===== src/rtl/fetch_pkg.sv =====
`default_nettype none
// ============================================================================
// Module   : fetch_pkg
// Purpose  : Shared FSM encoding, default widths and clog2 for the fetch stage.
// Revision : 1.0 - initial release
// ============================================================================
package fetch_pkg;

  localparam int unsigned DEF_PC_W    = 32;
  localparam int unsigned DEF_INSTR_W = 32;
  localparam int unsigned DEF_DEPTH   = 4;
  localparam int unsigned DEF_PC_STEP = 4;

  typedef enum logic [1:0] {
    ST_BOOT   = 2'd0,
    ST_RUN    = 2'd1,
    ST_DRAIN  = 2'd2,
    ST_HALTED = 2'd3
  } fetch_state_e;

  function automatic int unsigned clog2(input int unsigned value);
    int unsigned result;
    int unsigned v;
    result = 0;
    v      = (value > 0) ? value - 1 : 0;
    while (v > 0) begin
      result = result + 1;
      v      = v >> 1;
    end
    return result;
  endfunction

endpackage
`default_nettype wire


===== src/rtl/fetch_fifo.sv =====
`default_nettype none
// ============================================================================
// Module   : fetch_fifo
// Purpose  : DEPTH-entry circular buffer with push, pop, clear and occupancy.
// Revision : 1.0 - initial release
// ============================================================================
module fetch_fifo
  import fetch_pkg::*;
#(
  parameter  int unsigned DEPTH = DEF_DEPTH,
  parameter  int unsigned WIDTH = DEF_INSTR_W + DEF_PC_W,
  localparam int unsigned AW    = clog2(DEPTH),
  localparam int unsigned CW    = AW + 1
) (
  input  logic             clk,
  input  logic             rst_n,
  input  logic             push,
  input  logic             pop,
  input  logic             clear,
  input  logic [WIDTH-1:0] wdata,
  output logic [WIDTH-1:0] rdata,
  output logic [CW-1:0]    count
);

  localparam logic [AW-1:0] PTR_MASK = AW'(DEPTH - 1);

  logic [WIDTH-1:0] mem_q [DEPTH];
  logic [AW-1:0]    rd_ptr_q, rd_ptr_d;
  logic [AW-1:0]    wr_ptr_q, wr_ptr_d;
  logic [CW-1:0]    count_q, count_d;

  always_comb begin
    rd_ptr_d = rd_ptr_q;
    wr_ptr_d = wr_ptr_q;
    count_d  = count_q;
    if (clear) begin
      rd_ptr_d = '0;
      wr_ptr_d = '0;
      count_d  = '0;
    end else begin
      if (push) wr_ptr_d = (wr_ptr_q + AW'(1)) & PTR_MASK;
      if (pop)  rd_ptr_d = (rd_ptr_q + AW'(1)) & PTR_MASK;
      count_d = count_q + CW'(push) - CW'(pop);
    end
  end

  // Storage is reset so the head reads as zero straight out of reset.
  always_ff @(posedge clk or negedge rst_n) begin
    if (!rst_n) begin
      rd_ptr_q <= '0;
      wr_ptr_q <= '0;
      count_q  <= '0;
      for (int i = 0; i < int'(DEPTH); i++) begin
        mem_q[i] <= '0;
      end
    end else begin
      rd_ptr_q <= rd_ptr_d;
      wr_ptr_q <= wr_ptr_d;
      count_q  <= count_d;
      if (push && !clear) mem_q[wr_ptr_q] <= wdata;
    end
  end

  assign rdata = mem_q[rd_ptr_q];
  assign count = count_q;

endmodule
`default_nettype wire


===== src/rtl/fetch_queue.sv =====
`default_nettype none
// ============================================================================
// Module   : fetch_queue
// Purpose  : Fetch stage: PC generation, 1-cycle imem reads, buffered hand-off.
//            Optional macro FETCH_PERF_CNT_EN adds perf_fetched/perf_flushed.
// Revision : 1.0 - initial release
// ============================================================================
module fetch_queue
  import fetch_pkg::*;
#(
  parameter  int unsigned     PC_W     = DEF_PC_W,
  parameter  int unsigned     INSTR_W  = DEF_INSTR_W,
  parameter  int unsigned     DEPTH    = DEF_DEPTH,
  parameter  logic [PC_W-1:0] RESET_PC = '0,
  parameter  int unsigned     PC_STEP  = DEF_PC_STEP,
  localparam int unsigned     CW       = clog2(DEPTH) + 1
) (
  input  logic               clk,
  input  logic               inicio_n,
  input  logic               halt,
  input  logic               redirect_valid,
  input  logic [PC_W-1:0]    redirect_pc,
  output logic               imem_en,
  output logic [PC_W-1:0]    imem_addr,
  input  logic [INSTR_W-1:0] imem_data,
  output logic               out_valid,
  input  logic               out_ready,
  output logic [INSTR_W-1:0] out_instr,
  output logic [PC_W-1:0]    out_pc,
  output logic [CW-1:0]      count,
  output logic               Test
`ifdef FETCH_PERF_CNT_EN
  ,
  output logic [31:0]        perf_fetched,
  output logic [31:0]        perf_flushed
`endif
);

  fetch_state_e              state_q, state_d;
  logic [PC_W-1:0]           pc_q, pc_d;
  logic [PC_W-1:0]           req_pc_q, req_pc_d;
  logic                      inflight_q, inflight_d;
  logic [CW-1:0]             fifo_count;
  logic [CW:0]               credit_used;
  logic [INSTR_W+PC_W-1:0]   head;
  logic                      redir;
  logic                      issue;
  logic                      push;
  logic                      pop;

  // Redirects are ignored during the single BOOT cycle.
  assign redir       = redirect_valid && (state_q != ST_BOOT);
  assign credit_used = {1'b0, fifo_count} + {{CW{1'b0}}, inflight_q};
  // Halt suppresses issue in the very cycle it is raised, not just from DRAIN on.
  assign issue       = (state_q == ST_RUN) && !halt && !redirect_valid &&
                       (credit_used < (CW+1)'(DEPTH));
  assign push        = inflight_q && !redir;
  assign pop         = out_valid && out_ready && !redir;

  always_comb begin
    state_d    = state_q;
    pc_d       = pc_q;
    req_pc_d   = req_pc_q;
    inflight_d = issue;
    if (redir) begin
      pc_d = redirect_pc;
    end else if (issue) begin
      pc_d     = pc_q + PC_W'(PC_STEP);
      req_pc_d = pc_q;
    end
    case (state_q)
      ST_BOOT:   state_d = ST_RUN;
      ST_RUN:    if (halt) state_d = ST_DRAIN;
      ST_DRAIN:  if (!redir && (fifo_count == '0) && !inflight_q) state_d = ST_HALTED;
      ST_HALTED: if (!redir && !halt) state_d = ST_RUN;
      default:   state_d = ST_BOOT;
    endcase
  end

  always_ff @(posedge clk or negedge inicio_n) begin
    if (!inicio_n) begin
      state_q    <= ST_BOOT;
      pc_q       <= RESET_PC;
      req_pc_q   <= '0;
      inflight_q <= 1'b0;
    end else begin
      state_q    <= state_d;
      pc_q       <= pc_d;
      req_pc_q   <= req_pc_d;
      inflight_q <= inflight_d;
    end
  end

  fetch_fifo #(
    .DEPTH (DEPTH),
    .WIDTH (INSTR_W + PC_W)
  ) u_fifo (
    .clk   (clk),
    .rst_n (inicio_n),
    .push  (push),
    .pop   (pop),
    .clear (redir),
    .wdata ({imem_data, req_pc_q}),
    .rdata (head),
    .count (fifo_count)
  );

  assign imem_en   = issue;
  assign imem_addr = pc_q;
  assign out_valid = (fifo_count != '0);
  assign out_instr = head[PC_W +: INSTR_W];
  assign out_pc    = head[PC_W-1:0];
  assign count     = fifo_count;
  assign Test      = (state_q == ST_HALTED);

`ifdef FETCH_PERF_CNT_EN
  logic [31:0] fetched_q, flushed_q;
  logic [32:0] fetched_sum, flushed_sum;

  // A redirect discards every queued entry plus any response still in flight.
  assign fetched_sum = {1'b0, fetched_q} + 33'(pop);
  assign flushed_sum = {1'b0, flushed_q} + 33'(credit_used);

  always_ff @(posedge clk or negedge inicio_n) begin
    if (!inicio_n) begin
      fetched_q <= '0;
      flushed_q <= '0;
    end else begin
      if (pop)   fetched_q <= fetched_sum[32] ? '1 : fetched_sum[31:0];
      if (redir) flushed_q <= flushed_sum[32] ? '1 : flushed_sum[31:0];
    end
  end

  assign perf_fetched = fetched_q;
  assign perf_flushed = flushed_q;
`else
  // Performance counters are not built in this configuration.
`endif

endmodule
`default_nettype wire


===== config.mk =====
export PLATFORM = sky130hd
export DESIGN_NAME = fetch_queue
export DESIGN_NICKNAME = d
export VERILOG_FILES = /design/src/rtl/fetch_pkg.sv /design/src/rtl/fetch_fifo.sv /design/src/rtl/fetch_queue.sv
export SDC_FILE = /design/constraint.sdc
export NUM_CORES = 1
export LEC_CHECK = 0
export ABC_AREA = 1
export ABC_CLOCK_PERIOD_IN_PS = 3400
export BUFFER_PORTS_ARGS = -buffer_cell sky130_fd_sc_hd__buf_2
export CAP_MARGIN = 20
export CORE_UTILIZATION = 59
export DETAILED_ROUTE_END_ITERATION = 16
export PLACE_DENSITY = 0.8
export SETUP_SLACK_MARGIN = 0.1
export SLEW_MARGIN = 5
export SYNTH_ARGS = -nofsm -noshare
export SYNTH_HDL_FRONTEND = slang
export SYNTH_SLANG_ARGS = --single-unit

===== constraint.sdc =====
create_clock -name clk -period 3.4 [get_ports clk]
set_clock_uncertainty 0.2 [all_clocks]
set_input_delay 0 -clock clk [delete_from_list [all_inputs] [get_ports clk]]
set_output_delay 0 -clock clk [all_outputs]
set_load 0.005 [all_outputs]

==> results.md, run 1 <==
- WL final: 39800 um
- #FFs+latches synth: 330
- Final Hold Vio Count: 0
- NetSw: roughly 5700 uW
- Outcome: completed
- Hold buffers post-CTS: 81
- Gr usage total: a little over 30%
- CP bufs+invs: 4
- I/O pin cnt: ~170
- Die height: between 150 and 200 um
- Setup Fix Bufs, Post-CTS: 0
- H-tree depth reported by CTS: 2
- Tmin final: around 3200 ps
- Area Growth Syn to Fin: 19.8%
- Hold depth: 4
- Int Pwr: between 9000 and 10000 uW
- Most frequent cells in the layout: nand2_1 (460), o21ai_0 (396), dfrtp_1 (328), nor2_1 (175), buf_2 (169)
- Die Width: 162 um
- Final Wtd Congestion: 0.907
- WP data required: approximately 3600 ps
- Layout cells sized above 1: 14.0%
- Worst-Skew Late Latency: just over 500 ps
- Comb pwr share: a little over a third
- Die area: roughly 26000 sq um
- Final setup viols: 0
- Wire per inst: 16.9 um
- Final period util: between 90% and 100%
- Critical path launch point type: flop
- Worst Tran Pin Value: 996 ps
- Final WS setup: 248 ps
- Routed vias: around 13000
- Detail Route Antenna Nets: 0
- Max IR drop VDD: slightly above 700 uV
- Diode count: 0
- TritonCTS clock tree: done
- Iteration-0 DRC Markers: around 1400
- Largest net degree at the start of global routing: roughly 130
- DR vias/cell: around 5.7
- RSZ-0062 raised after global routing: false
- Flop pwr share: between 30% and 40%
- Worst path depth: 11
- Initial antenna violation count: 0
- Worst Hold Class: in -> reg
- Max stage delay on crit path: about 600 ps
- Max cap viols: 0
- Avg Cell Area, Syn: 8.33 sq um
- Mapped Cells: about 1800
- Residual DRC count: 0
- Yosys warning count: 0
- CP Class: reg -> reg
- Clock Path Buffers: 3
- Core area: ~25000 sq um
- Effective utilization at floorplan: between 50% and 60%
- # rows: 58
- Library cells used by synthesis: 31
- Path depth of the worst reg2reg path: 11
- Cells along the critical path: inv_1 > ha_1 > inv_1 > nor2_2 > nand2_1 > nor2_2 > nand3_2 > inv_2 > nand3_1 > a21oi_1 > dlygate4sd3_1
- CP Capture Type: flop
- Top Family by Delay on Critical Path: buffers and inverters
- # port buffers: 170
- DP HPWL: 22100 um
- Slowest-stage cell, CP: inv_2
- Data arrival, critical path: 3390 ps
- Max_slew headroom: 33.5%
- Fin cells: between 2000 and 2500
- Net count of the mapped netlist: 1888
- First-pass GRT wire length: 64900 um
- Power Density: 833 nW/um^2
- Fin area: ~18000 sq um
- Leading cell type in the layout, fill and taps excluded: nand2_1
- Clk root buf: clkbuf_16
- TNS Setup: 0 ps
- Drt pass-1 iters: 6
- Sw Ratio: about 38%
- LEAKAGE: a little under 0.009 uW
- Sink Count: between 300 and 400
- Fin. max-slew vios: 0
- WHS: 113 ps
- Number of global-route vias before repair: around 13000
- Area of placed instances: roughly 16000 sq um
- Critical Path Fanout Max: 37
- Post-placement cell count: around 2200
- Clock network power share: a little over a quarter
- Seq/Total Area, Yosys: 54.9%
- PostCTS Resize Cnt: 0
- GRT overflow: 0
- Syn Std Cell Area: 15000 sq um
- F_max: around 320 MHz
- Nets: 2082
- Clk slew on worst S/H paths: approximately 60 ps
- Total CTS buffers: 36
- Pre-CTS setup slack: between 800 and 900 ps
-- Yosys cell counts (all sizes together) --
cell	number	area [sq um]
or2	1	6.26
nor2	190	808
xor2	9	78.8
inv	116	435
a31oi	1	6.26
o21ai	428	2150
nand2	471	1800
fa	1	20.0
nor3	3	15.0
nand3b	2	15.0
a21oi	7	35.0
o22ai	67	419
nand3	47	240
nand4	4	25.0
buf	82	452
clkbuf	33	124
and2	1	6.26
dfrtp	330	8260
a21boi	1	7.51
ha	12	150
-- tightest hold or removal path, stage by stage --
cell and delay, ps:
dlygate4sd3_1 520, buf_2 100, o22ai_1 70, nor2_1 80
-- state kept, by name (all words and copies together), names as in the netlist --
register and flops:
imem_addr 32, inflight_q 1, req_pc_q 32, state_q 2, u_fifo.count 3, u_fifo.mem_q 256
u_fifo.rd_ptr_q 2, u_fifo.wr_ptr_q 2
-- logic make-up (layout without fill, tap and decap cells) --
family          after synthesis  in the layout  share of synthesized area [%]
simple gates                719            719                           19.4
flops                       330            330                           54.9
xor+xnor                      9              9                          0.524
compound gates              504            504                           17.4
buf+inv                     231            450                           6.72
fa+ha+maj                    13             13                           1.13
-- power groups by stage --
stage / Combinational, uW / Sequential [uW] / Clock (uW)
2_1_floorplan: 3210 / 5600 / 0
5_1_grt: 5910 / 5930 / 4120
6_report: 5290 / 5820 / 3910
3_5_place_dp: 5010 / 5820 / 0
3_3_place_gp: 4880 / 5790 / 0
4_1_cts: 5190 / 5770 / 3950
-- layout make-up --
type	instances	area [sq um]
Tap cell	330	413
Timing Repair Buffer	271	1920
Clock buffer	52	1040
Clock inverter	11	141
Multi-Input combinational cell	1245	5810
Inverter	116	437
Fill cell	1897	7080
Sequential cell	330	8260
-- per-layer routing --
metal  GRT usage, %  share of wire, %  wire length, um  up-vias
li1               -                 -                -     6298
met1           40.9                42            16600     6437
met2           52.4                49            19300      596
met3           4.39               7.3             2900       85
met4           10.1               2.4              971        0
met5              0                 0                0        -
-- path summary, 6_finish.rpt --
| check | from | to | slack, ps |
|---|---|---|---|
| max reg2reg | state_q[1]$_DFFE_PN0P_ | imem_addr[7]$_DFFE_PN0P_ | 250 |
| max in group asynchronous | inicio_n | imem_addr[23]$_DFFE_PN0P_ | 1590 |
| min | redirect_pc[17] | imem_addr[17]$_DFFE_PN0P_ | 110 |
| min in group asynchronous | inicio_n | u_fifo.mem_q[117]$_DFFE_PN0P_ | 470 |
| max | state_q[1]$_DFFE_PN0P_ | imem_addr[7]$_DFFE_PN0P_ | 250 |
| min reg2reg | u_fifo.mem_q[129]$_DFFE_PN0P_ | u_fifo.mem_q[129]$_DFFE_PN0P_ | 280 |
-- per-stage QoR --
| step | power (uW) | utilization, % |
|---|---|---|
| after floorplan | 8800 | - |
| after global placement | 10700 | 63.9 |
| after detailed placement | 10800 | 63.9 |
| after CTS | 14900 | 71.8 |
| after global routing | 16000 | 71.8 |
| final | 15000 | 71.8 |
Power figures use the tool's default switching activity.
==> inputs of run 2 (changes only) <==
CORE_ASPECT_RATIO = 1.2   (was not set)
==> run 2 against run 1 <==
  * Global-route usage shrank 0.62 points
  * Register-to-register slack better by 330 ps
  * Sequential share of layout area down 0.063 points
  * Die area hardly changed
  * Worst setup slack improved by 330 ps
  * Sequential power hardly changed
  * Via count fell by 0.89%
  * Maximum frequency up 12%
  * Design area up 0.14%
  * Hold slack worse by 42 ps
  * Critical endpoint is now imem_addr[9]$_DFFE_PN0P_
==> results.md, run 2 (synthesized netlist as in run 1, its figures left out) <==
- PostCTS Resize Cnt: 0 (unchanged)
- Fin. max-slew vios: 0 (unchanged)
- Wire per inst: 16.4 um (-2.9%)
- Drt pass-1 iters: 7 (+1)
- Layout cells sized above 1: 14.3% (+0.29 points)
- Tmin final: 2830 ps (-325 ps)
- TritonCTS clock tree: done
- Gr usage total: 30.2% (-0.62 points)
- First-pass GRT wire length: 63500 um (-2.1%)
- Met2 wire len: 18900 um (-1.9%)
- Post-placement cell count: 2213 (+0.090%)
- I/O pin cnt: 171 (unchanged)
- Die area: 26200 sq um (about the same)
- Path depth of the worst reg2reg path: 8 (-3)
- Final Core Density: 72.5% (+0.68 points)
- Final setup viols: 0 (unchanged)
- Max_slew headroom: 44.8% (+11 points)
- Final Hold Vio Count: 0 (unchanged)
- Data arrival, critical path: 3030 ps (-360 ps)
- R2r startpoint: state_q[0]$_DFFE_PN0P_
- Core area: 24900 sq um (-0.80%)
- Fin area: 18100 sq um (+0.14%)
- Sw Ratio: 37.2% (-0.59 points)
- Critical path startpoint: state_q[0]$_DFFE_PN0P_
- Detail Route Antenna Nets: 0 (unchanged)
- Die Width: 148 um (-8.6%)
- Sink Count: 330 (unchanged)
- Reg-to-reg endpoint: imem_addr[9]$_DFFE_PN0P_
- Final period util: 83.1% (-9.6 points)
- Fin cells: 2351 (-0.17%)
- Power Density: 823 nW/um^2 (-1.2%)
- Clock Path Buffers: 3 (unchanged)
- DP HPWL: 22300 um (+1.1%)
- Area Growth Syn to Fin: 20.0%
- Critical path launch point type: flop
- Max cap viols: 0 (unchanged)
- Residual DRC count: 0 (unchanged)
- Initial antenna violation count: 0 (unchanged)
- # rows: 63 (+8.6%)
- Largest net degree at the start of global routing: 91 (-29%)
- Diode count: 0 (unchanged)
- Worst Tran Pin Value: 829 ps (-168 ps)
- NetSw: 5520 uW (-2.6%)
- F_max: 354 MHz (+12%)
- Met3 WL: 2700 um (-7.1%)
- RSZ-0062 raised after global routing: false
- Routed vias: 13300 (-0.89%)
- Nets: 2086 (+0.19%)
- Max FFs per register: 256 (unchanged)
- Number of global-route vias before repair: 13000 (-0.91%)
- Total CTS buffers: 34 (-5.6%)
- WL met1: 15900 um (-3.9%)
- Max layer used: met4
- Flop-to-flop setup slack: 570 ps (+330 ps)
- Leading cell type in the layout, fill and taps excluded: nand2_1
- Largest Register: u_fifo.mem_q
- Total power: 14900 uW (-1.1%)
- Multi-input gate area: 5810 sq um (unchanged)
- Int Pwr: 9330 uW (-0.12%)
- Outcome: completed
- Comb pwr share: 35.1% (about the same)
- TNS Setup: 0 ps (unchanged)
- DR vias/cell: 5.66 (-0.73%)
- LEAKAGE: 0.00884 uW (+0.39%)
- Final Wtd Congestion: 0.919 (+1.2%)
- Flop pwr share: 39.2% (+0.5 points)
- Fillers: 1837 (-3.2%)
- # port buffers: 170 (unchanged)
- Clk slew on worst S/H paths: 70 ps (about the same)
- Most frequent cells in the layout: nand2_1 (460), o21ai_0 (396), dfrtp_1 (328), nor2_1 (175), buf_2 (169)
- Clk root buf: clkbuf_16
- WL final: 38600 um (-3.0%)
- Clock network power share: 25.7% (-0.3 points)
- Effective utilization at floorplan: 60.4% (+0.48 points)
- Seq. cell area: 8260 sq um (unchanged)
- CP endpoint: imem_addr[9]$_DFFE_PN0P_
- H-tree depth reported by CTS: 2 (unchanged)
- Worst Hold Class: in -> reg
- Worst-Skew Late Latency: 510 ps (about the same)
- Die height: 177 um (+9.4%)
- CP Capture Type: flop
- Area of placed instances: 16100 sq um (+0.22%)
- GRT overflow: 0 (unchanged)
- CP Class: reg -> reg
- WP data required: 3600 ps (-40 ps)
- Iteration-0 DRC Markers: 958 (-30%)
- Max IR drop VDD: 592 uV (-18%)
- Critical Path Fanout Max: 34 (-8.1%)
run 2: changes by cell type in the layout (fill, tap and decap cells not counted):
cell | previous run | this run
buf_12 | 8 | 7
buf_4 | 12 | 20
bufinv_16 | 3 | 2
clkinvlp_4 | 3 | 2
clkbuf_8 | 6 | 10
dlygate4sd3_1 | 81 | 79
inv_4 | 0 | 1
buf_16 | 0 | 1
clkbuf_1 | 9 | 6
clkinv_4 | 1 | 0
clkinv_2 | 5 | 1
run 2: power groups by stage:
stage | clock network, uW | logic, uW | registers, uW
floorplan | 0 | 3210 | 5600
global placement | 0 | 4880 | 5800
detailed placement | 0 | 5010 | 5830
CTS | 3880 | 5160 | 5780
global route | 4030 | 5890 | 5950
finish | 3820 | 5210 | 5820
run 2: critical path: stages (launching register included):
cell	delay (ps)
dfrtp_1	410
inv_1	90
ha_1	210
nor2_2	330
inv_2	360
or2_2	410
nand3_1	100
dlygate4sd3_1	560
nand2_1	60
run 2: how the worst min path moves through the flow:
stage | from | end | slack (ps) | depth (start not counted)
2_1_floorplan | inicio_n | imem_addr[0]$_DFFE_PN0P_ | -500 | 0
3_3_place_gp | inicio_n | inflight_q$_DFF_PN0_ | -170 | 1
3_5_place_dp | inicio_n | u_fifo.count[0]$_DFF_PN0_ | -160 | 1
4_1_cts | redirect_pc[15] | imem_addr[15]$_DFFE_PN0P_ | 40 | 4
5_1_grt | redirect_pc[21] | imem_addr[21]$_DFFE_PN0P_ | 70 | 4
6_report | redirect_pc[21] | imem_addr[21]$_DFFE_PN0P_ | 70 | 4
run 2: area by class of cell:
class | count | area share, %
clock buffer | 53 | 6.02
sequential | 330 | 45.8
clock inverter | 5 | 0.444
timing repair buffer | 277 | 10.9
tap | 325 | 2.25
multi-input combinational | 1245 | 32.2
inverter | 116 | 2.43
run 2: stage by stage:
stage	setup slack (ps)	hold WS [ps]
detailed placement	834	-162
floorplan	787	-496
finish	573	71.0
global route	427	72.9
CTS	607	42.8
global placement	945	-166
run 2: timing repair:
item                                   in CTS  in global routing
hold buffers                               80                  0
endpoints found under the hold margin     447                  0
setup buffers                               0                  0
setup endpoints to repair                   0                  0
run 2: per-layer routing:
metal | vias to the layer above | global-route usage, %
li1 | 6304 | -
met1 | 6373 | 39.3
met2 | 544 | 50.8
met3 | 75 | 5.26
met4 | 0 | 11.0
met5 | - | 0
==> inputs of run 3 (changes only) <==
ABC_AREA = 0   (was 1)
ABC_CLOCK_PERIOD_IN_PS = 2400   (was 3400)
CORE_UTILIZATION = 53   (was 59)
PLACE_DENSITY = 0.76   (was 0.8)
clock period = 2.4 ns   (was 3.4 ns; I/O delays follow)
==> run 3 against run 2 <==
  * Clock power rose by 50%
  * Total power is 36% higher
  * Worst setup slack worse by 590 ps
  * Global-route usage shrank 4.8 points
  * Final cell count decreased by 27%
  * Critical path depth shrank 2
  * Wire length is 6.5% lower
  * Critical path type unchanged
  * Combinational power grew 21%
  * Area after synthesis shrank 1.6%
  * Die area increased by 9.5%
  * Register-to-register slack got worse by 590 ps
  * The run now ends with setup timing left
  * Critical endpoint is now imem_addr[18]$_DFFE_PN0P_
==> results.md, run 3 <==
- Layout cells sized above 1: 50.1% (+36 points)
- Residual DRC count: 0 (unchanged)
- Clk root buf: clkbuf_16
- Pre-CTS setup slack: -30.6 ps (-864 ps)
- Gr usage total: 25.3% (-4.8 points)
- Nets: 1432 (-31%)
- Largest Register: u_fifo.mem_q
- Most frequent cells after synthesis: dfrtp_1 (330), mux2_2 (257), nand2_1 (124), mux4_2 (64), buf_2 (33)
- DR vias/cell: 5.88 (+4.0%)
- Area Growth Syn to Fin: 28.6%
- Tmin final: 2420 ps (-407 ps)
- Seq/Total Area, Yosys: 55.7% (+0.87 points)
- Wire per inst: 21.0 um (+28%)
- LEAKAGE: 0.00931 uW (+5.3%)
- Top-count cell post-synth: dfrtp_1
- RSZ-0062 raised after global routing: true
- Synth top area share: 55.7% (+0.87 points)
- Power Density: 1060 nW/um^2 (+29%)
- #FFs+latches synth: 330 (unchanged)
- Critical path launch point type: flop
- Number of global-route vias before repair: 10500 (-19%)
- Mux cell area share after synthesis: 29.4% (+29 points)
- Post-synth top flop: dfrtp_1
- Detail Route Antenna Nets: 0 (unchanged)
- Critical Path Fanout Max: 4 (-88%)
- First-pass GRT wire length: 56500 um (-11%)
- GRT overflow: 0 (unchanged)
- Initial antenna violation count: 1 (+1)
- Max IR drop VDD: 777 uV (+31%)
- WL final: 36000 um (-6.5%)
- Max FFs per register: 256 (unchanged)
- # rows: 66 (+4.8%)
- Synth Area in XOR/XNOR: 0.828% (+0.30 points)
- CP Class: reg -> reg
- Final Core Density: 69.9% (-2.6 points)
- Met2 usage: 42.0% (-8.9 points)
- Worst Tran Pin Value: 603 ps (-225 ps)
- Most used routing layer: met2
- CP Capture Type: flop
- Worst-Skew Late Latency: 510 ps (about the same)
- Routed vias: 10100 (-24%)
- DP HPWL: 21800 um (-2.3%)
- Library cells used by synthesis: 60 (+94%)
- Sink Count: 330 (unchanged)
- Die area: 28600 sq um (+9.5%)
- Avg Cell Area, Syn: 14.2 sq um (+70%)
- Yosys warning count: 0 (unchanged)
- Synth Area in Compound Gates: 3.70% (-14 points)
- Synth Area in Simple Gates: 6.79% (-13 points)
- Asr flop ratio synth: 100% (unchanged)
- Syn Std Cell Area: 14800 sq um (-1.6%)
- Die Width: 155 um (+4.6%)
- Hold depth: 4 (unchanged)
- Mapped Cells: 1043 (-42%)
- Largest net degree at the start of global routing: 73 (-20%)
- Final WS setup: -19.5 ps (-593 ps)
- TritonCTS clock tree: done
- Final Hold Vio Count: 0 (unchanged)
- I/O pin cnt: 171 (unchanged)
- Effective utilization at floorplan: 54.4% (-6.1 points)
- Leading cell type in the layout, fill and taps excluded: dfrtp_1
- GR Util met3: 4.61% (-0.65 points)
- Largest family of logic cells by synthesized area: multiplexers
- Outcome: finished, violations left
- TNS Setup: -25.8 ps (-25.8 ps)
- Post-synth top area cell: dfrtp_1
- Data arrival, critical path: 2610 ps (-420 ps)
- WP data required: 2590 ps (-1010 ps)
- Area contributors post-synth: dfrtp_1 (56%), mux2_2 (20%), mux4_2 (9.7%)
- Max cap viols: 0 (unchanged)
- Total CTS buffers: 35 (+2.9%)
- Drt pass-1 iters: 5 (-2)
- Core area: 27300 sq um (+9.4%)
- Violated checks: setup timing
- Final setup viols: 2 (+2)
- EDFF count, synth: 0 (unchanged)
- Worst Hold Class: in -> reg
- Post-Synth Adder-Cell Area: 1.15% (+0.018 points)
- Clk slew on worst S/H paths: 60 ps (about the same)
- Final Wtd Congestion: 0.876 (-4.6%)
- Die height: 185 um (+4.6%)
- GRT met1 Usage: 34.1% (-5.2 points)
- H-tree depth reported by CTS: 2 (unchanged)
- Path depth of the worst reg2reg path: 6 (-2)
- Net count of the mapped netlist: 1125 (-40%)
- Fin. max-slew vios: 0 (unchanged)
- Final period util: 101% (+18 points)
- Clock Path Buffers: 3 (unchanged)
- Iteration-0 DRC Markers: 492 (-49%)
- # port buffers: 170 (unchanged)
- Max_slew headroom: 59.8% (+15 points)
- F_max: 413 MHz (+17%)
- Most frequent cells in the layout: dfrtp_1 (326), mux2_2 (257), buf_2 (169), nand2_1 (118), dlygate4sd3_1 (78)
[run 3: cell count changes in the layout (fill, tap and decap cells not counted), sizes merged, moves of 64 or more]
cell	previous run	this run
o21ai	428	25
nand2	471	126
mux2	0	257
nor2	190	21
inv	116	17
o22ai	67	2
mux4	0	64
[run 3: per-stage QoR]
stage | hold slack (ps) | power (uW) | instance area [sq um] | std cells
floorplan | -496 | 11400 | 14900 | 1043
global placement | -182 | 13800 | 16600 | 1555
detailed placement | -178 | 14000 | 16600 | 1555
CTS | 7.64 | 20100 | 18800 | 1707
global route | 57.1 | 21300 | 19100 | 1716
finish | 33.7 | 20200 | 19100 | 1717
[run 3: layout make-up]
| class | instances | area [sq um] |
|---|---|---|
| Antenna cell | 1 | 2.50 |
| Inverter | 16 | 67.6 |
| Clock buffer | 48 | 1030 |
| Sequential cell | 330 | 8270 |
| Timing Repair Buffer | 335 | 2620 |
| Clock inverter | 15 | 219 |
| Fill cell | 1818 | 8200 |
| Tap cell | 340 | 425 |
| Multi-Input combinational cell | 632 | 6420 |
[run 3: logic make-up after synthesis]
family          after synthesis
flops                       330
mux                         323
xor+xnor                     14
buf+inv                      81
fa+ha+maj                    13
simple gates                212
compound gates               70
[run 3: report_power, final]
group | switching, uW | internal (uW) | total [uW]
Clock | 2180 | 3550 | 5730
Combinational | 2870 | 3420 | 6290
Sequential | 1210 | 7000 | 8210
[run 3: routing by layer]
layer  share of wire (%)  vias to the layer above
met4                 2.8                        0
met3                 6.1                       80
met1                  43                     5191
met5                   0                        -
met2                  48                      394
li1                    -                     4436
[run 3: timing repair]
action / 4_1_cts / 5_1_grt
setup endpoints to repair: 106 / 113
resized for setup: 7 / 40
hold endpoints to repair: 501 / 0
hold buffers: 78 / 0
pin swaps: 13 / 8
cloned: 1 / 4
setup buffers: 10 / 5
[run 3: critical path, cell delays in order, from the launching register on]
cell and delay (ps):
dfrtp_1 400, ha_2 210, o211a_1 240, or4_4 620, a2111oi_4 390, xnor2_1 160
o21ai_1 70
[run 3: final timing paths]
check / from / end / slack [ps]
setup / recovery: u_fifo.count[2]$_DFF_PN0_ / imem_addr[18]$_DFFE_PN0P_ / -20
hold / removal: redirect_pc[10] / imem_addr[10]$_DFFE_PN0P_ / 30
setup reg to reg: u_fifo.count[2]$_DFF_PN0_ / imem_addr[18]$_DFFE_PN0P_ / -20
hold reg to reg: u_fifo.mem_q[250]$_DFFE_PN0P_ / u_fifo.mem_q[250]$_DFFE_PN0P_ / 300
max in group asynchronous: inicio_n / imem_addr[17]$_DFFE_PN0P_ / 690
min in group asynchronous: inicio_n / u_fifo.mem_q[140]$_DFFE_PN0P_ / 390
